==> src/rtl/mips_pkg.sv <==
// Shared definitions for the boot loader: state encoding and framing constants.
package mips_pkg;

   localparam logic [2:0] ST_IDLE   = 3'd0;
   localparam logic [2:0] ST_HDR_HI = 3'd1;
   localparam logic [2:0] ST_HDR_LO = 3'd2;
   localparam logic [2:0] ST_DATA   = 3'd3;
   localparam logic [2:0] ST_WRITE  = 3'd4;
   localparam logic [2:0] ST_RUN    = 3'd5;
   localparam logic [2:0] ST_ERROR  = 3'd6;

   localparam int          HDR_BYTES      = 2;
   localparam int          WORD_BYTES     = 4;
   localparam logic [31:0] INST_ADDR_STEP = 32'd4;

   typedef enum logic [2:0] {
      S_IDLE   = ST_IDLE,
      S_HDR_HI = ST_HDR_HI,
      S_HDR_LO = ST_HDR_LO,
      S_DATA   = ST_DATA,
      S_WRITE  = ST_WRITE,
      S_RUN    = ST_RUN,
      S_ERROR  = ST_ERROR
   } loader_state_e;

endpackage

==> src/rtl/word_assembler.sv <==
// Packs an MSB-first byte stream into 32-bit words; word_full_o flags that the
// next shifted byte completes the word.
module word_assembler
   import mips_pkg::*;
(
   input  logic        clk_i,
   input  logic        rst_ni,
   input  logic        clear_i,
   input  logic        shift_en_i,
   input  logic [7:0]  byte_i,
   output logic [31:0] word_o,
   output logic        word_full_o
);

   logic [31:0] shreg_q;
   logic [1:0]  cnt_q;

   always_ff @(posedge clk_i or negedge rst_ni) begin
      if (!rst_ni) begin
         shreg_q <= '0;
         cnt_q   <= '0;
      end else if (clear_i) begin
         shreg_q <= '0;
         cnt_q   <= '0;
      end else if (shift_en_i) begin
         shreg_q <= {shreg_q[23:0], byte_i};
         cnt_q   <= cnt_q + 2'd1;
      end
   end

   assign word_o      = shreg_q;
   assign word_full_o = (cnt_q == 2'(WORD_BYTES - 1));

endmodule

==> src/rtl/program_loader.sv <==
// Framed byte-stream boot loader: receives a word count and image, writes it to
// instruction memory and holds the core PC in reset until the image is complete.
module program_loader
   import mips_pkg::*;
#(
   parameter logic [31:0] BASE_ADDR      = 32'h0000_0000,
   parameter int          MAX_WORDS      = 256,
   parameter int          TIMEOUT_CYCLES = 1_000_000
) (
   input  logic        clock,
   input  logic        reset_n,
   input  logic        start,
   input  logic        byte_valid,
   input  logic [7:0]  byte_data,
   output logic        byte_ready,
   output logic        inst_memory_load_enable,
   output logic [31:0] inst_memory_write_addr,
   output logic [31:0] inst_memory_write_data,
   output logic        PC_reset,
   output logic        busy,
   output logic        done,
   output logic        error
);

   localparam logic [16:0] MAX_WORDS_W = 17'(MAX_WORDS);
   localparam logic [31:0] IDLE_LIMIT  = 32'(TIMEOUT_CYCLES - 1);

   loader_state_e state_q, state_d;
   logic [7:0]    n_hi_q, n_hi_d;
   logic [15:0]   n_q, n_d;
   logic [15:0]   word_idx_q, word_idx_d;
   logic [31:0]   idle_q, idle_d;
   logic          byte_ready_q, load_en_q, pc_reset_q, busy_q, done_q, error_q;
   logic [31:0]   addr_q;

   logic          accept, in_rx, rx_d;
   logic          asm_clear, asm_shift, asm_full;
   logic [31:0]   asm_word;
   logic [15:0]   n_rx;

   assign accept = byte_valid & byte_ready_q;
   assign in_rx  = (state_q == S_HDR_HI) || (state_q == S_HDR_LO) || (state_q == S_DATA);
   assign rx_d   = (state_d == S_HDR_HI) || (state_d == S_HDR_LO) || (state_d == S_DATA);
   assign n_rx   = {n_hi_q, byte_data};

   always_comb begin
      state_d    = state_q;
      n_hi_d     = n_hi_q;
      n_d        = n_q;
      word_idx_d = word_idx_q;
      idle_d     = idle_q;
      asm_clear  = 1'b0;
      asm_shift  = 1'b0;

      // Any receive state aborts once the link has been silent for too long.
      if (in_rx) begin
         if (accept) begin
            idle_d = '0;
         end else if (idle_q == IDLE_LIMIT) begin
            state_d   = S_ERROR;
            asm_clear = 1'b1;
         end else begin
            idle_d = idle_q + 32'd1;
         end
      end

      case (state_q)
         S_IDLE, S_RUN, S_ERROR: begin
            if (start) begin
               state_d   = S_HDR_HI;
               asm_clear = 1'b1;
            end
         end
         S_HDR_HI: begin
            if (accept) begin
               n_hi_d  = byte_data;
               state_d = S_HDR_LO;
            end
         end
         S_HDR_LO: begin
            if (accept) begin
               n_d        = n_rx;
               word_idx_d = '0;
               asm_clear  = 1'b1;
               if ((n_rx == 16'd0) || ({1'b0, n_rx} > MAX_WORDS_W))
                  state_d = S_ERROR;
               else
                  state_d = S_DATA;
            end
         end
         S_DATA: begin
            if (accept) begin
               asm_shift = 1'b1;
               if (asm_full)
                  state_d = S_WRITE;
            end
         end
         S_WRITE: begin
            if (word_idx_q == n_q - 16'd1) begin
               state_d = S_RUN;
            end else begin
               word_idx_d = word_idx_q + 16'd1;
               state_d    = S_DATA;
            end
         end
         default: state_d = S_IDLE;
      endcase

      if (state_d != state_q)
         idle_d = '0;
   end

   always_ff @(posedge clock or negedge reset_n) begin
      if (!reset_n) begin
         state_q      <= S_IDLE;
         n_hi_q       <= '0;
         n_q          <= '0;
         word_idx_q   <= '0;
         idle_q       <= '0;
         byte_ready_q <= 1'b0;
         load_en_q    <= 1'b0;
         pc_reset_q   <= 1'b1;
         busy_q       <= 1'b0;
         done_q       <= 1'b0;
         error_q      <= 1'b0;
         addr_q       <= BASE_ADDR;
      end else begin
         state_q      <= state_d;
         n_hi_q       <= n_hi_d;
         n_q          <= n_d;
         word_idx_q   <= word_idx_d;
         idle_q       <= idle_d;
         // Outputs are registered from the next state so they line up with it.
         byte_ready_q <= rx_d;
         load_en_q    <= (state_d == S_WRITE);
         pc_reset_q   <= (state_d != S_RUN);
         busy_q       <= rx_d || (state_d == S_WRITE);
         done_q       <= (state_d == S_RUN);
         error_q      <= (state_d == S_ERROR);
         if ((state_d == S_WRITE) && (state_q != S_WRITE))
            addr_q <= BASE_ADDR + {16'd0, word_idx_q} * INST_ADDR_STEP;
      end
   end

   word_assembler u_asm (
      .clk_i       (clock),
      .rst_ni      (reset_n),
      .clear_i     (asm_clear),
      .shift_en_i  (asm_shift),
      .byte_i      (byte_data),
      .word_o      (asm_word),
      .word_full_o (asm_full)
   );

   assign byte_ready              = byte_ready_q;
   assign inst_memory_load_enable = load_en_q;
   assign inst_memory_write_addr  = addr_q;
   assign inst_memory_write_data  = asm_word;
   assign PC_reset                = pc_reset_q;
   assign busy                    = busy_q;
   assign done                    = done_q;
   assign error                   = error_q;

endmodule
==> config.mk <==
export PLATFORM = sky130hd
export DESIGN_NAME = program_loader
export DESIGN_NICKNAME = d
export VERILOG_FILES = /design/src/rtl/mips_pkg.sv /design/src/rtl/word_assembler.sv /design/src/rtl/program_loader.sv
export SDC_FILE = /design/constraint.sdc
export NUM_CORES = 1
export LEC_CHECK = 0
export CORE_ASPECT_RATIO = 1.75
export CORE_MARGIN = 3
export CORE_UTILIZATION = 46
export DETAILED_ROUTE_END_ITERATION = 12
export GPL_ROUTABILITY_DRIVEN = 0
export PLACE_DENSITY = 0.68
export SLEW_MARGIN = 20
export SYNTH_ARGS = -nofsm -noshare
export SYNTH_HDL_FRONTEND = slang
export SYNTH_SLANG_ARGS = --single-unit
==> constraint.sdc <==
create_clock -name clock -period 4.5 [get_ports clock]
set_clock_uncertainty 0.2 [all_clocks]
set_input_delay 0.45 -clock clock [delete_from_list [all_inputs] [get_ports clock]]
set_output_delay 0.45 -clock clock [all_outputs]
set_load 0.005 [all_outputs]
* Yosys cells after proc, flatten, opt, wreduce, memory -nomap -nowiden
Index checks and enable logic that the tools add are counted.
Storage, ports and cells: register bits after elaboration 131, latch bits 0, memory bits (writable) 0, memory bits (read-only) 0, bits of input ports 12, output and inout bits 70, logic and storage cells 88, memories kept 0
Operators by class: add/sub/neg operators 4, multipliers 0, divide/modulo/power cells 0, order comparisons 1, equality and inequality tests 21, shifts and indexed selects 0, multiplexer cells 30, bitwise logic cells 1, reduce and logical (&&, ||, !) cells 17
Operators by type and width (number):
- 32-bit two-way mux | 6
- 32-bit by 1-bit adder with 32-bit output (second input constant) | 1
- 32-bit by 20-bit equality test with 1-bit output (second input constant) | 1
- 16-bit two-way mux | 2
- 16-bit case mux with 2 select lines | 1
- 3-bit two-way mux | 10
- 3-bit equality test (second input constant) | 6
- 16-bit by 1-bit adder with 16-bit output (second input constant) | 1
- 16-bit equality test | 1
- 16-bit by 9-bit greater-than comparator with 1-bit output (second input constant) | 1
- 16-bit logical NOT | 1
- 16-bit by 1-bit subtractor with 16-bit output (second input constant) | 1
- 3-bit case mux with 5 select lines | 1
- 3-bit by 2-bit equality test with 1-bit output (second input constant) | 4
- 1-bit two-way mux | 7
- 3-bit by 1-bit equality test with 1-bit output (second input constant) | 2
- 1-bit logical OR | 6
- 3-bit != test (second input constant) | 2
- 2-bit AND reduction | 3
- 2-bit nonzero test | 3
- 2-bit two-way mux | 2
- 2-bit != test (second input constant) | 2
- 3-bit logical NOT | 1
- 3-bit by 2-bit != test with 1-bit output (second input constant) | 1
- 8 further kinds | 8

* Logic depth before layout (Yosys ltp)
Gate-level depths: netlist (run 1).
depth after elaboration 11, depth in mapped cells 11, mapped depth without buffers 11

* By module
A second synthesis (run 1) with hierarchy kept.
Second synthesis, totals: cell total of the unflattened synthesis 687, area, all modules 6750.2 um^2
Modules (own cells, without submodules):
- program_loader | times used 1, cells each 576, area an instance 5331.4 um^2, sequential area each 2428.6 um^2
- word_assembler | times used 1, cells each 111, area an instance 1418.9 um^2, sequential area each 850.8 um^2

* Worst setup path after synthesis (run 1)
No wires, ideal clock.
path type register -> register, start register n_q[8], end register addr_q[10], in the netlist inst_memory_write_addr[10], library setup time 125 ps, data arrival time 3174 ps, required time 4175 ps, setup slack 1001 ps, stages on the path, launching flop included 10, path buffers 1, clock period less this slack 3499 ps, path through dfrtp_1 > or4_4 > or3_1 > a2111o_1 > a2111oi_4 > nand3_2 > o21ai_2 > nand4_4 > buf_6 > mux2_4
Between the ends: word-level cells in the longest chain between the ends 6
Ends and longest elaborated chain:
- start, declared | RTL line program_loader.sv:30 | logic [15:0] n_q, n_d;
- start signal, assigned | RTL line program_loader.sv:130 | n_q <= n_d;
- 16-bit by 1-bit subtractor with 16-bit output | RTL line program_loader.sv:99 | if (word_idx_q == n_q - 16'd1) begin
- 16-bit equality test | RTL line program_loader.sv:99
- 3-bit two-way mux | RTL line program_loader.sv:99
- 3-bit case mux with 5 select lines | RTL line program_loader.sv:67 | case (state_q)
- 3-bit equality test | RTL line program_loader.sv:140 | if ((state_d == S_WRITE) && (state_q != S_WRITE))
- 1-bit logical AND | RTL line program_loader.sv:140
- end signal, assigned | RTL line program_loader.sv:141 | addr_q <= BASE_ADDR + {16'd0, word_idx_q} * INST_ADDR_STEP;
- end, declared | RTL line program_loader.sv:34 | logic [31:0] addr_q;
Every way passes these cells. A chain may end at the register's enable or synchronous reset.

* Worst setup path after layout (run 1)
start register n_q[0], end register addr_q[16], in the netlist inst_memory_write_addr[16]
The elaborated chain is that of the path after synthesis.

==> impl_metrics.tcl, run 1 <==
set metrics [dict create \
    vias_per_cell 5.60 \
    synth_xor_xnor_area_share 0.0679 \
    cts_root_buf "clkbuf_16" \
    nets 800 \
    worstSetupStartpointType "flip-flop" \
    vias 5448 \
    drv_slew 0 \
    period_needed_ns 3.97 \
    dpl.hpwl_um 11700 \
    syn_area_um2 6710 \
    critPathMaxFanout 17 \
    drtIter0Drc 378 \
    hp-start "inst_memory_write_addr[5]" \
    clk_pin_slew_ns 0.06 \
    io_pins 82 \
    finalCritPeriodShare 0.882 \
    synth_area_leaders "dfrtp_1 (49%), nand2_1 (8.5%), a21oi_1 (4.2%)" \
    r2r_start "n_q[0]" \
    utilization 0.575 \
    setup_viol 0 \
    grt_pass1_vias 5579 \
    worst-endpoint-arrival_ns 4.06 \
    max_freq_mhz 252 \
    diodes 0 \
    synth_top_family_by_area "simple AND/OR/NAND/NOR gates" \
    cts_sinks 131 \
    initial_core_util 0.477 \
    synth-simple-area-share 0.243 \
    async_flop_share 1.00 \
    status "completed" \
    first_pass_iters 5 \
    ys_warn_count 0 \
    cp-startpoint "n_q[0]" \
    cts.htree.levels 4 \
    synth_mux_area_frac 0.0468 \
    drive_above_1_share 0.103 \
    fillerInstances 1223 \
    synth_cell_type_count 63 \
    die_x_um 97.3 \
    path_class "reg -> reg" \
    grt_overflow 0 \
    hold_class "reg -> reg" \
    rsz0062_at_grt "false" \
    antenna_found_initial 0 \
    synth_top_area_frac 0.485 \
    tightest_slew_ns 0.968 \
    area_delta_synth_final_pct 20.4 \
    powerDensity_nw_per_um2 547 \
    hold_viol_final 0 \
    maxCapViolCount 0 \
    crit_chain "inv_1 > ha_1 > or4b_2 > nor4_1 > o21ai_0 > a221oi_1 > nand3_2 > o21ai_2 > nand4_4 > mux2_4" \
    p_leak_uw 0.00341 \
    fin_setup_tns_ns 0 \
    cts_buffers 17 \
    worst-endpoint-required_ns 4.59 \
    grt_pass1_wl_um 27700 \
    port_buffers 65 \
    insertion_delay_ns 0.41 \
    multi_input_area_um2 3200 \
    cts_tree "done" \
    ant_nets 0 \
    endpoint_kind "flip-flop" \
    drc_errors 0 \
    placeableCoreArea_um2 14000 \
    max_slew_margin 0.351 \
    synth_area_per_cell_um2 9.29 \
    crit_path_top_delay_cell "or4b_2" \
    fin_area_um2 8080 \
    cts.path.max_buffers 2 \
    dpl-instance-area_um2 7490 \
    synth_ff_type "dfrtp_1" \
    ys_ff_latch 131 \
    irDropWorstVdd_mv 0.284 \
    cts_resized 0 \
    wl_um 16300 \
    seq_area_frac_synth 0.489 \
    cp_slowest_stage_delay_ns 0.68 \
    final_common_cell "nand2_1" \
    grt_start_max_net_pins 132 \
    grtUsageTotal 0.208 \
    final_cell_mix "nand2_1 (152), dfrtp_1 (130), clkdlybuf4s50_1 (64)" \
    synth_fa_ha_area_frac 0.00896 \
    yosys.area.top_type "dfrtp_1" \
    synth_edf_count 0 \
    die_area_um2 16100 \
    syn_inst 722 \
    final-seq-area_um2 3280 \
    wire_per_inst_um 16.8 \
    synth_compound_area_frac 0.0979 \
    rows 57 \
    die_h_um 166 \
]
==> where the power goes <==
part	leakage, uW	total (uW)	switching [uW]	internal, uW
clock network	0.000273	1300	516	788
logic	0.00136	1430	824	603
registers	0.00177	1680	286	1400
==> worst paths after layout <==
path	slack (ns)	cells after the start	to
max	0.53	10	inst_memory_write_addr[16]
min	0.30	1	inst_memory_write_addr[5]
max reg2reg	0.53	10	inst_memory_write_addr[16]
min reg2reg	0.30	1	inst_memory_write_addr[5]
max in group asynchronous	3.08	3	u_asm.cnt_q[0]
min in group asynchronous	0.51	3	inst_memory_write_addr[5]
==> kinds of logic after synthesis <==
family | Yosys count
fa+ha+maj | 5
simple gates | 337
other cells | 1
compound gates | 107
xor+xnor | 52
buf+inv | 64
flops | 131
mux | 25
==> synthesized netlist by cell type (all sizes together), types with 2 or more instances <==
cell type / instances
a2111oi: 4
nand4: 6
nor2: 37
clkbuf: 30
buf: 18
or3: 8
o31ai: 3
nor4: 12
a211oi: 3
dfrtp: 130
and2: 4
xnor2: 29
o21ai: 19
nand2: 152
nand3: 26
a21oi: 56
and3: 7
o311ai: 2
and4: 5
nand2b: 2
mux2: 24
inv: 16
ha: 4
nor3: 46
nand3b: 3
or4: 9
or2: 4
nor4b: 3
xor2: 23
nand4b: 3
o211ai: 4
a31oi: 4
nor2b: 3
nor3b: 3
==> metal layers <==
| layer | GRT usage | routed length, um | vias up |
|---|---|---|---|
| li1 | - | - | 2602 |
| met1 | 0.224 | 6170 | 2688 |
| met2 | 0.397 | 9270 | 127 |
| met3 | 0.0345 | 450 | 31 |
| met4 | 0.0838 | 442 | 0 |
| met5 | 0 | 0 | - |
==> sequential cells by signal (all words and copies together) (netlist names) <==
signal and count:
PC_reset 1, busy 1, byte_ready 1, done 1, error 1, idle_q 32
inst_memory_load_enable 1, inst_memory_write_addr 16, n_hi_q 8, n_q 16, state_q 3, u_asm.cnt_q 2
u_asm.word_o 32, word_idx_q 16
==> through the flow <==
step | instances | power, uW | setup WS (ns) | hold WS, ns
after detailed placement | 940 | 3110 | 0.465 | 0.295
after global routing | 973 | 4680 | 0.268 | 0.315
after floorplan | 737 | 2600 | 1.00 | -0.0456
after global placement | 940 | 3070 | 0.559 | 0.283
after CTS | 972 | 4430 | 0.548 | 0.308
final | 973 | 4420 | 0.531 | 0.301
==> critical path, delay by kind of cell (launching register included) <==
family / cells / cell delay [ns]
AND/OR/NAND/NOR: 4 / 1.55
AO/OA/AOI/OAI: 3 / 0.91
multiplexers: 1 / 0.44
flip-flops: 1 / 0.42
adder cells (fa/ha/maj): 1 / 0.24
buffers and inverters: 1 / 0.09
==> timing repair <==
| item | in CTS | in global routing |
|---|---|---|
| setup buffers | 0 | 0 |
| endpoints found under the hold margin | 39 | 0 |
| hold buffers | 1 | 0 |
==> final cells by class <==
class,count,area share
sequential,131,0.406
timing repair buffer,76,0.0933
clock buffer,20,0.0566
inverter,16,0.00744
multi-input combinational,542,0.396
clock inverter,11,0.0129
tap,177,0.0274
Note: power is estimated with default switching activity, not from simulation.
==> inputs of run 2 (changes only) <==
==> constraint.sdc (replaced) <==
create_clock -name clock -period 5 [get_ports clock]
set_clock_uncertainty 0.2 [all_clocks]
set_input_delay 0.5 -clock clock [delete_from_list [all_inputs] [get_ports clock]]
set_output_delay 0.5 -clock clock [all_outputs]
set_load 0.005 [all_outputs]
==> impl_metrics.tcl, run 2 (same netlist as run 1, synthesis figures left out) <==
set metrics [dict create \
    io_pins 82 \
    internal-power_uw 2580 \
    die_h_um 166 \
    die_area_um2 16100 \
    clk_pin_slew_ns 0.06 \
    worst-endpoint-required_ns 5.10 \
    grtUsageTotal 0.211 \
    dpl.hpwl_um 11900 \
    drc_errors 0 \
    rsz0062_at_grt "false" \
    fillerInstances 1222 \
    port_buffers 65 \
    initial_core_util 0.477 \
    power_frac_clock 0.316 \
    nets 797 \
    hold_class "in -> async" \
    p_seq_frac 0.372 \
    setup_viol 0 \
    insertion_delay_ns 0.42 \
    final_common_cell "nand2_1" \
    vias 5475 \
    tightest_slew_ns 1.04 \
    ant_nets 0 \
    grt_pass1_wl_um 27900 \
    crit_chain "inv_1 > ha_1 > or4b_2 > nor4_1 > o21ai_0 > a221oi_1 > nand3_2 > o21ai_2 > nand4_4 > mux2_4" \
    worst-endpoint-arrival_ns 4.18 \
    antenna_found_initial 0 \
    cp_slowest_stage_delay_ns 0.69 \
    cts.path.max_buffers 2 \
    cts_tree "done" \
    cts_buffers 17 \
    placeableCoreArea_um2 14000 \
    path_class "reg -> reg" \
    hold_viol_final 0 \
    max_freq_mhz 245 \
    cts_root_buf "clkbuf_16" \
    rows 57 \
    p_sw_uw 1500 \
    endpoint_kind "flip-flop" \
    utilization 0.575 \
    first_pass_iters 4 \
    final_cell_mix "nand2_1 (152), dfrtp_1 (130), clkdlybuf4s50_1 (64)" \
    grt_start_max_net_pins 70 \
    finalCritPeriodShare 0.817 \
    area_delta_synth_final_pct 20.5 \
    status "completed" \
    crit_path_top_delay_cell "or4b_2" \
    dpl-instance-area_um2 7470 \
    vias_per_cell 5.64 \
    p_leak_uw 0.00340 \
    critPathMaxFanout 17 \
    fin_setup_tns_ns 0 \
    diodes 0 \
    switching_share 0.368 \
    worst_slack_ns 0.917 \
    drv_slew 0 \
    power_frac_comb 0.312 \
    cts_resized 0 \
    worstSetupStartpointType "flip-flop" \
    maxCapViolCount 0 \
    crit_buf_inv 1 \
    drtIter0Drc 273 \
    max_slew_margin 0.305 \
    place_ws_ns 0.901 \
    cts.htree.levels 4 \
    wire_per_inst_um 17.2 \
    wl_um 16700 \
    period_needed_ns 4.08 \
    post-cts-setup-buffers 0 \
    cts_sinks 131 \
    irDropWorstVdd_mv 0.231 \
    die_x_um 97.3 \
    grt_pass1_vias 5717 \
    grt_overflow 0 \
    finalPower_uw 4080 \
    fin_area_um2 8080 \
    drive_above_1_share 0.101 \
    powerDensity_nw_per_um2 505 \
    ctsHoldBuffers 0 \
    critPathTopFamily "simple AND/OR/NAND/NOR gates" \
]
[run 2: power groups by stage]
stage | logic (uW) | registers, uW | clock network, uW
after floorplan | 927 | 1420 | 0
after global placement | 1220 | 1520 | 0
after detailed placement | 1270 | 1530 | 0
after CTS | 1280 | 1520 | 1310
after global routing | 1410 | 1550 | 1360
final | 1270 | 1520 | 1290
[run 2: cell type report]
class,instances,area [um2],area share
clock buffer,19,433,0.0536
clock inverter,13,176,0.0218
inverter,16,60.1,0.00743
multi-input combinational,542,3200,0.396
sequential,131,3280,0.406
tap,177,221,0.0274
timing repair buffer,73,708,0.0877
[run 2: path summary, 6_finish.rpt]
path	startpoint	to	cells past startpoint	slack, ns
max in group asynchronous	reset_n	u_asm.word_o[22]	2	3.58
min	reset_n	word_idx_q[11]	1	0.01
max	n_q[0]	inst_memory_write_addr[11]	10	0.92
max reg2reg	n_q[0]	inst_memory_write_addr[11]	10	0.92
min reg2reg	inst_memory_write_addr[5]	inst_memory_write_addr[5]	1	0.31
min in group clock	inst_memory_write_addr[5]	inst_memory_write_addr[5]	1	0.31
[run 2: worst reg2reg max path, cell delays in order (launching register included)]
cell and delay, ns:
dfrtp_1 0.41, inv_1 0.09, ha_1 0.26, or4b_2 0.69
nor4_1 0.27, o21ai_0 0.14, a221oi_1 0.60, nand3_2 0.25
o21ai_2 0.25, nand4_4 0.37, mux2_4 0.45
[run 2: per-layer routing]
metal  share of wire  global-route usage  routed length, um  up-vias
met3           0.029              0.0416                485       32
li1                -                   -                  -     2602
met4           0.028              0.0928                470        0
met1            0.37               0.219               6190     2728
met2            0.57               0.402               9530      113
met5               0                   0                  0        -
[run 2: stage by stage]
stage | cells | hold slack (ns)
final | 971 | 0.0100
after CTS | 971 | 0.0429
after global routing | 971 | 0.0826
after floorplan | 737 | 0.00441
after global placement | 939 | 0.284
after detailed placement | 939 | 0.292
